<file path="config.mk">
export PLATFORM = sky130hd
export DESIGN_NAME = rv32_scoreboard_hazard_unit
export DESIGN_NICKNAME = d
export VERILOG_FILES = /design/src/rtl/rv32_scoreboard_hazard_unit.sv
export SDC_FILE = /design/constraint.sdc
export NUM_CORES = 1
export LEC_CHECK = 0
export ABC_CLOCK_PERIOD_IN_PS = 11150
export BUFFER_PORTS_ARGS = -buffer_cell sky130_fd_sc_hd__clkbuf_2
export CORE_MARGIN = 2
export CORE_UTILIZATION = 37
export DETAILED_ROUTE_END_ITERATION = 12
export RECOVER_POWER = 50
export SETUP_SLACK_MARGIN = 0.5
export SKIP_CTS_REPAIR_TIMING = 1
export SLEW_MARGIN = 10
export SYNTH_ARGS = -nofsm -noshare
export SYNTH_HDL_FRONTEND = slang
export SYNTH_SLANG_ARGS = --single-unit
</file>
<file path="constraint.sdc">
create_clock -name clk_i -period 11.15 [get_ports clk_i]
set_input_delay 2.23 -clock clk_i [delete_from_list [all_inputs] [get_ports clk_i]]
set_output_delay 2.23 -clock clk_i [all_outputs]
set_load 0.005 [all_outputs]
</file>
<file path="src/rtl/rv32_scoreboard_hazard_unit.sv">
// Scoreboard RAW/WAW hazard unit for the RV32 decode stage.
// Keeps one entry per architectural register (x1..x31): valid, long, age, ready_age.
// Produces a decode stall and per-operand bypass selects (0 = regfile, k = pipeline buffer k).
// Optional statistics counters are compiled in when RV32_HAZARD_STATS_EN is defined.
module rv32_scoreboard_hazard_unit #(
  parameter int unsigned NUM_RS         = 2,
  parameter int unsigned NUM_FWD_STAGES = 2,
  parameter int unsigned AGE_W          = $clog2(NUM_FWD_STAGES) + 1,
  parameter int unsigned SEL_W          = $clog2(NUM_FWD_STAGES + 1)
) (
  input  logic                    clk_i,
  input  logic                    rst_i,
  input  logic                    pipe_advance_i,
  input  logic [NUM_RS-1:0]       use_rs_i,
  input  logic [NUM_RS*5-1:0]     rs_id_i,
  input  logic                    issue_valid_i,
  input  logic                    issue_wb_i,
  input  logic [4:0]              issue_rd_i,
  input  logic                    issue_long_i,
  input  logic [AGE_W-1:0]        issue_ready_age_i,
  input  logic                    lu_done_i,
  input  logic [4:0]              lu_rd_i,
  output logic                    stall_o,
  output logic [NUM_RS*SEL_W-1:0] bypass_sel_o
`ifdef RV32_HAZARD_STATS_EN
  ,
  output logic [31:0]             stat_stall_cycles_o,
  output logic [31:0]             stat_loaduse_o,
  output logic [31:0]             stat_waw_o
`endif
);

  localparam logic [AGE_W-1:0] LastAge = AGE_W'(NUM_FWD_STAGES - 1);

  logic [31:0]      valid_q, valid_d;
  logic [31:0]      long_q, long_d;
  logic [AGE_W-1:0] age_q [32];
  logic [AGE_W-1:0] age_d [32];
  logic [AGE_W-1:0] rdy_q [32];
  logic [AGE_W-1:0] rdy_d [32];

  logic [NUM_RS-1:0] long_stall;
  logic [NUM_RS-1:0] ld_stall;
  logic              waw_stall;
  logic              issue_fire;

  // Per-operand hazard check and bypass select; purely combinational from state and inputs.
  always_comb begin
    long_stall   = '0;
    ld_stall     = '0;
    bypass_sel_o = '0;
    for (int i = 0; i < NUM_RS; i++) begin
      if (use_rs_i[i] && (rs_id_i[i*5 +: 5] != 5'd0) && valid_q[rs_id_i[i*5 +: 5]]) begin
        if (long_q[rs_id_i[i*5 +: 5]]) begin
          long_stall[i] = 1'b1;
        end else if (age_q[rs_id_i[i*5 +: 5]] >= rdy_q[rs_id_i[i*5 +: 5]]) begin
          bypass_sel_o[i*SEL_W +: SEL_W] = SEL_W'(age_q[rs_id_i[i*5 +: 5]]) + SEL_W'(1);
        end else begin
          // Result not yet bypassable (load-use, or ready_age beyond the last buffer).
          ld_stall[i] = 1'b1;
        end
      end
    end
    waw_stall  = issue_valid_i && issue_wb_i && (issue_rd_i != 5'd0) &&
                 valid_q[issue_rd_i] && long_q[issue_rd_i];
    stall_o    = (|long_stall) || (|ld_stall) || waw_stall;
    issue_fire = issue_valid_i && issue_wb_i && pipe_advance_i && !stall_o &&
                 (issue_rd_i != 5'd0);
  end

  // Next-state: age in-pipe entries, retire long ops, then record the newly issued producer.
  always_comb begin
    valid_d = valid_q;
    long_d  = long_q;
    age_d   = age_q;
    rdy_d   = rdy_q;
    if (pipe_advance_i) begin
      for (int r = 1; r < 32; r++) begin
        if (valid_q[r] && !long_q[r]) begin
          if (age_q[r] == LastAge) begin
            // Leaves the last buffer; regfile write-first covers the next read.
            valid_d[r] = 1'b0;
            age_d[r]   = '0;
          end else begin
            age_d[r] = age_q[r] + AGE_W'(1);
          end
        end
      end
    end
    if (lu_done_i && (lu_rd_i != 5'd0) && valid_q[lu_rd_i] && long_q[lu_rd_i]) begin
      valid_d[lu_rd_i] = 1'b0;
      long_d[lu_rd_i]  = 1'b0;
    end
    // Youngest producer overwrites any older in-pipe entry for the same rd.
    if (issue_fire) begin
      valid_d[issue_rd_i] = 1'b1;
      long_d[issue_rd_i]  = issue_long_i;
      age_d[issue_rd_i]   = '0;
      rdy_d[issue_rd_i]   = issue_ready_age_i;
    end
  end

  // Scoreboard state register with synchronous reset.
  always_ff @(posedge clk_i) begin
    if (rst_i) begin
      valid_q <= '0;
      long_q  <= '0;
      age_q   <= '{default: '0};
      rdy_q   <= '{default: '0};
    end else begin
      valid_q <= valid_d;
      long_q  <= long_d;
      age_q   <= age_d;
      rdy_q   <= rdy_d;
    end
  end

`ifdef RV32_HAZARD_STATS_EN
  logic [31:0] stall_cnt_q, loaduse_cnt_q, waw_cnt_q;

  // Free-running hazard counters; wrap naturally at 2^32.
  always_ff @(posedge clk_i) begin
    if (rst_i) begin
      stall_cnt_q   <= '0;
      loaduse_cnt_q <= '0;
      waw_cnt_q     <= '0;
    end else begin
      if (stall_o) stall_cnt_q <= stall_cnt_q + 32'd1;
      if (|ld_stall) loaduse_cnt_q <= loaduse_cnt_q + 32'd1;
      if (waw_stall && !(|long_stall) && !(|ld_stall)) waw_cnt_q <= waw_cnt_q + 32'd1;
    end
  end

  assign stat_stall_cycles_o = stall_cnt_q;
  assign stat_loaduse_o      = loaduse_cnt_q;
  assign stat_waw_o          = waw_cnt_q;
`endif

endmodule
</file>
# == Yosys cells after proc, flatten, opt, wreduce, memory -nomap -nowiden ==
# Index checks and enable logic that the tools add are counted.
# W data, S select, Z words.
# word_totals
ff_bits,192
output_inout_bits,5
# op_classes
add_sub_neg,33
order_cmp,12
n_eq_ne,31
mux,183
n_bitwise,9
n_reduce_logical,88
# ops
op,n
$mux W2,77
$mux W32,4
$mux W62,2
$mux W1,82
$add A2 B1 Y2 const B,33
$and A32 B32 Y32,2
$and A64 B64 Y64,1
$bwmux W64,1
$not A64 Y64,1
$eq A2 B1 Y1 const B,31
$logic_and A1 B1 Y1,48
$bmux W1 S5,8
$bmux W2 S5,4
$bwmux W32,1
$logic_not A1 Y1,32
$not A32 Y32,1
$or A32 B32 Y32,1
$mux W31,1
$lt A5 B6 Y1 const B,4
$reduce_bool A5 Y1,4
$ge A6 B6 Y1 const B,3
$not A5 Y6,3
$demux W1 S5,2
$demux W2 S5,1
other kinds (5),9

# == Longest topological paths before layout ==
# depth
ltp_word,15
depth_mapped,21
ltp_nobuf,14

# == Worst setup path after synthesis ==
# OpenSTA, ideal clock, no wires.
# synth_timing
path_kind,input port to output port
startpoint,input rs_id_i[0]
endpoint,output stall_o
arrival_ps,6005
required_time_ps,8920
path_slack_ps,2915
path_stages,19
n_path_buf,8
path_cell_list,buf_6 > buf_6 > buf_6 > buf_4 > buf_4 > buf_4 > mux4_2 > mux2_2 > a221oi_1 > nor2_1 > ha_1 > nand2b_1 > a21oi_1 > a2111oi_1 > o21bai_1 > a31oi_4 > buf_6 > buf_6 > nand2_1
# synth_between
elab_chain_cells,11
# synth_rtl
item,line_no,source
from (decl),15,"input logic [NUM_RS*5-1:0] rs_id_i,"
$not A5 Y6 (not written as such),56,end else if (age_q[rs_id_i[i*5 +: 5]] >= rdy_q[rs_id_i[i*5 +: 5]]) begin
$bmux W2 S5,56,
$mux W2 (not written as such) (2 in a row),56,
$ge A2 B2 Y1,56,
$mux W1,56,
$mux W1,54,if (long_q[rs_id_i[i*5 +: 5]]) begin
$mux W1,53,if (use_rs_i[i] && (rs_id_i[i*5 +: 5] != 5'd0) && valid_q[rs_id_i[i*5 +: 5]]) begin
$reduce_or A2 Y1,66,stall_o = (|long_stall) || (|ld_stall) || waw_stall;
$logic_or A1 B1 Y1 (*) (2 in a row),66,
to (decl),23,"output logic stall_o,"
# Every way passes the cells marked *; elsewhere a longest branch is shown, timed or not. The select of a mux whose other input is x is not followed.

==> flow_summary.toml <==
[placement]
numPortBuffers = 35
place_ws_ps = 2320
dp_hpwl_um = 31200
dp_cells = 1605
globalplace.congestion = 0.981

[setup_path]
start_kind = "input port"
r2r_slack_ps = 5530
r2r_start = "age_q[45]"
cp_num_cells = 5
crit_arrival_ps = 9610
path_buf_inv = 3
cp_slowest_cell = "clkinvlp_2"
critPathMaxFanout = 72
cp.required_ps = 11450
worst_r2r_path_depth = 13
path_cells = "clkbuf_2 -> clkbuf_1 -> clkinvlp_2 -> nand2_2 -> mux2i_1"
path_delay_family = "buffers and inverters"
slowest_delay_ps = 3240
worst-setup-path-type = "in -> reg"
endpoint_kind = "flop"
r2r-end = "age_q[31]"

[cells_and_area]
nets = 1211
drive_gt1_share_pct = 18.3
fin_util_pct = 39.5
syn_to_final_growth_pct = 5.65
antenna_cells = 0
fin_cells = 1637

[timing]
fin_crit_sh_pct = 83.5
rsz0062_at_grt = "no"
final.min_clock_period_ps = 9310
finalHoldViolCount = 0
drv_slew = 166
finalSetupTns_ps = 0
maxSlewHeadroom_pct = -105
max_freq_mhz = 107
setup_viol = 0
finClkSkew_ps = 13.6
tightest_slew_ps = 3080
setup_slack_ps = 1840

[floorplanning]
start_util_pct = 37.4
core_region_area_um2 = 33400
die_h_um = 188
dieArea_um2 = 35300
pin_count = 36
rows = 67
die_x_um = 188

[power]
ir_worst_vdd_uv = 108
power.leakage_nw = 4.90
internal_power_mw = 1.03
p_clk_share_pct = 41.9
power.share.combinational_pct = 10.9
power.density_nw_per_um2 = 110
seqPwrFrac_pct = 47.2
swShare_pct = 29.3
power_switching_mw = 0.427
total_power_mw = 1.46

[route]
drt-initial-drc-count = 1359
via_count = 10500
first_pass_iters = 6
routed_wl_um = 43900
wire_per_inst_um = 26.8
drcViolationCount = 0
via_per_inst = 6.41
drtAntennaViolNets = 0

[synthesis]
netlist-cell-type-count = 69
synth_area_leader_cell = "dfxtp_1"
synth_seq_area_share_pct = 30.7
synth_seq_cells = 192
synthArstFlopShare_pct = 0
yosys_warnings = 0
yosys_most_used_dff = "dfxtp_1"
synth_area_per_cell_um2 = 10.3
synth_top_area_share_pct = 30.7
synthCells = 1211
synth_area_um2 = 12500
synth_nets = 1246
yosysMostFrequentCell = "dfxtp_1"
synth_edf_count = 0
yosys-top-cells-count = "192 x dfxtp_1, 142 x mux2i_1, 128 x nand2_1"
synthTopCellsByArea = "dfxtp_1 31%, mux4_2 19%, mux2i_1 11%"

[min_path]
whs_endpoint = "rdy_q[53]"
hold_class = "reg -> reg"
holdPathStages = 2
hold_start = "rdy_q[53]"

[clocking]
clock-sinks = 192
cts_tree = "built"
cts_root_buf = "clkbuf_16"
clk_pin_slew_ps = 80
cts_made_buffers = 17
cts.htree.levels = 4
clock_latency_ps = 470
cts_buffer_depth = 2

[grt]
antenna_found_initial = 2
grt_pass1_wl_um = 65900
grt_max_degree = 73
gr-total-overflow = 0
grt_pass1_vias = 10000
grt_usage_pct = 25.0

[status]
status = "finished with violations"
violations = "max-capacitance violations, max-slew violations"

[run]
maxCapViolCount = 3
==> cells in the final DEF (no fill, tap or decap), types with 12 or more instances in the layout <==
cell type / instances
a21oi_1: 47
and3_1: 24
and4_1: 28
buf_4: 15
clkbuf_16: 17
clkbuf_2: 33
dfxtp_1: 192
inv_1: 24
mux2i_1: 142
mux4_2: 106
nand2_1: 127
nand2b_1: 16
nand3_1: 70
nand3b_1: 17
nand4_1: 24
nor2_1: 18
nor2b_1: 32
nor3_1: 31
o211ai_1: 18
o21ai_0: 12
xnor2_1: 31
==> stage by stage <==
step	hold WS, ps	cell area (um2)
2_1_floorplan	434	12500
3_3_place_gp	464	12900
3_5_place_dp	467	12900
4_1_cts	481	13500
5_1_grt	504	13200
6_report	482	13200
==> flip-flops by register name, indices dropped and copies added, names as in the netlist <==
signal   cells
age_q       64
rdy_q       64
valid_q     32
long_q      32
==> layer usage <==
metal  part of all wire (%)  track usage, %  vias up  routed length [um]
met2                     44            37.7      594               19200
met3                     10            7.19      117                4430
met4                    4.3            10.8        4                1870
met1                     42            33.4     5213               18300
li1                       -               -     4572                   -
met5                  0.052               0        -                  23
==> worst register-to-register path, cell delays in order, from the launching register on <==
cell      delay [ps]
dfxtp_1          380
mux4_2           470
a21oi_1          180
a31oi_1          100
nor3_1           370
a21oi_1          150
ha_1             310
a21oi_1           80
a211oi_1         190
a22oi_1          190
nand2_1          200
clkbuf_1        1530
nand4_1          850
and4_1           490
==> cell families after synthesis <==
| logic type | synth area share, % |
|---|---|
| and+or+nand+nor | 20.5 |
| muxes | 31.1 |
| DFF | 30.7 |
| AOI/OAI and AO/OA | 10.1 |
| buffers and inverters | 4.94 |
| xor gates and xnor gates | 2.31 |
| adders and majority gates | 0.400 |
==> cell type report <==
class | count | area (um2)
repair buffers | 51 | 289
well taps | 448 | 561
flip-flops and latches | 192 | 3840
inverters | 25 | 95.1
fillers | 3250 | 20200
multi-input cells | 889 | 7860
clock inverters | 15 | 150
clock buffers | 17 | 425
==> power by group through the flow <==
stage	registers (mW)	logic (mW)	clock network, mW
floorplan	0.704	0.114	0
global placement	0.705	0.160	0
detailed placement	0.705	0.160	0
CTS	0.688	0.161	0.622
global route	0.689	0.166	0.650
finish	0.689	0.159	0.611
==> worst max-delay path by stage <==
stage | from | endpoint | slack [ps]
3_3_place_gp | rs_id_i[0] | stall_o | 2460
3_5_place_dp | rs_id_i[0] | stall_o | 2320
5_1_grt | rst_i | long_q[11] | 1150
2_1_floorplan | rs_id_i[0] | stall_o | 2910
6_report | rst_i | long_q[21] | 1840
4_1_cts | rs_id_i[0] | stall_o | 2310
No activity file was read; power rests on OpenSTA's default activity.
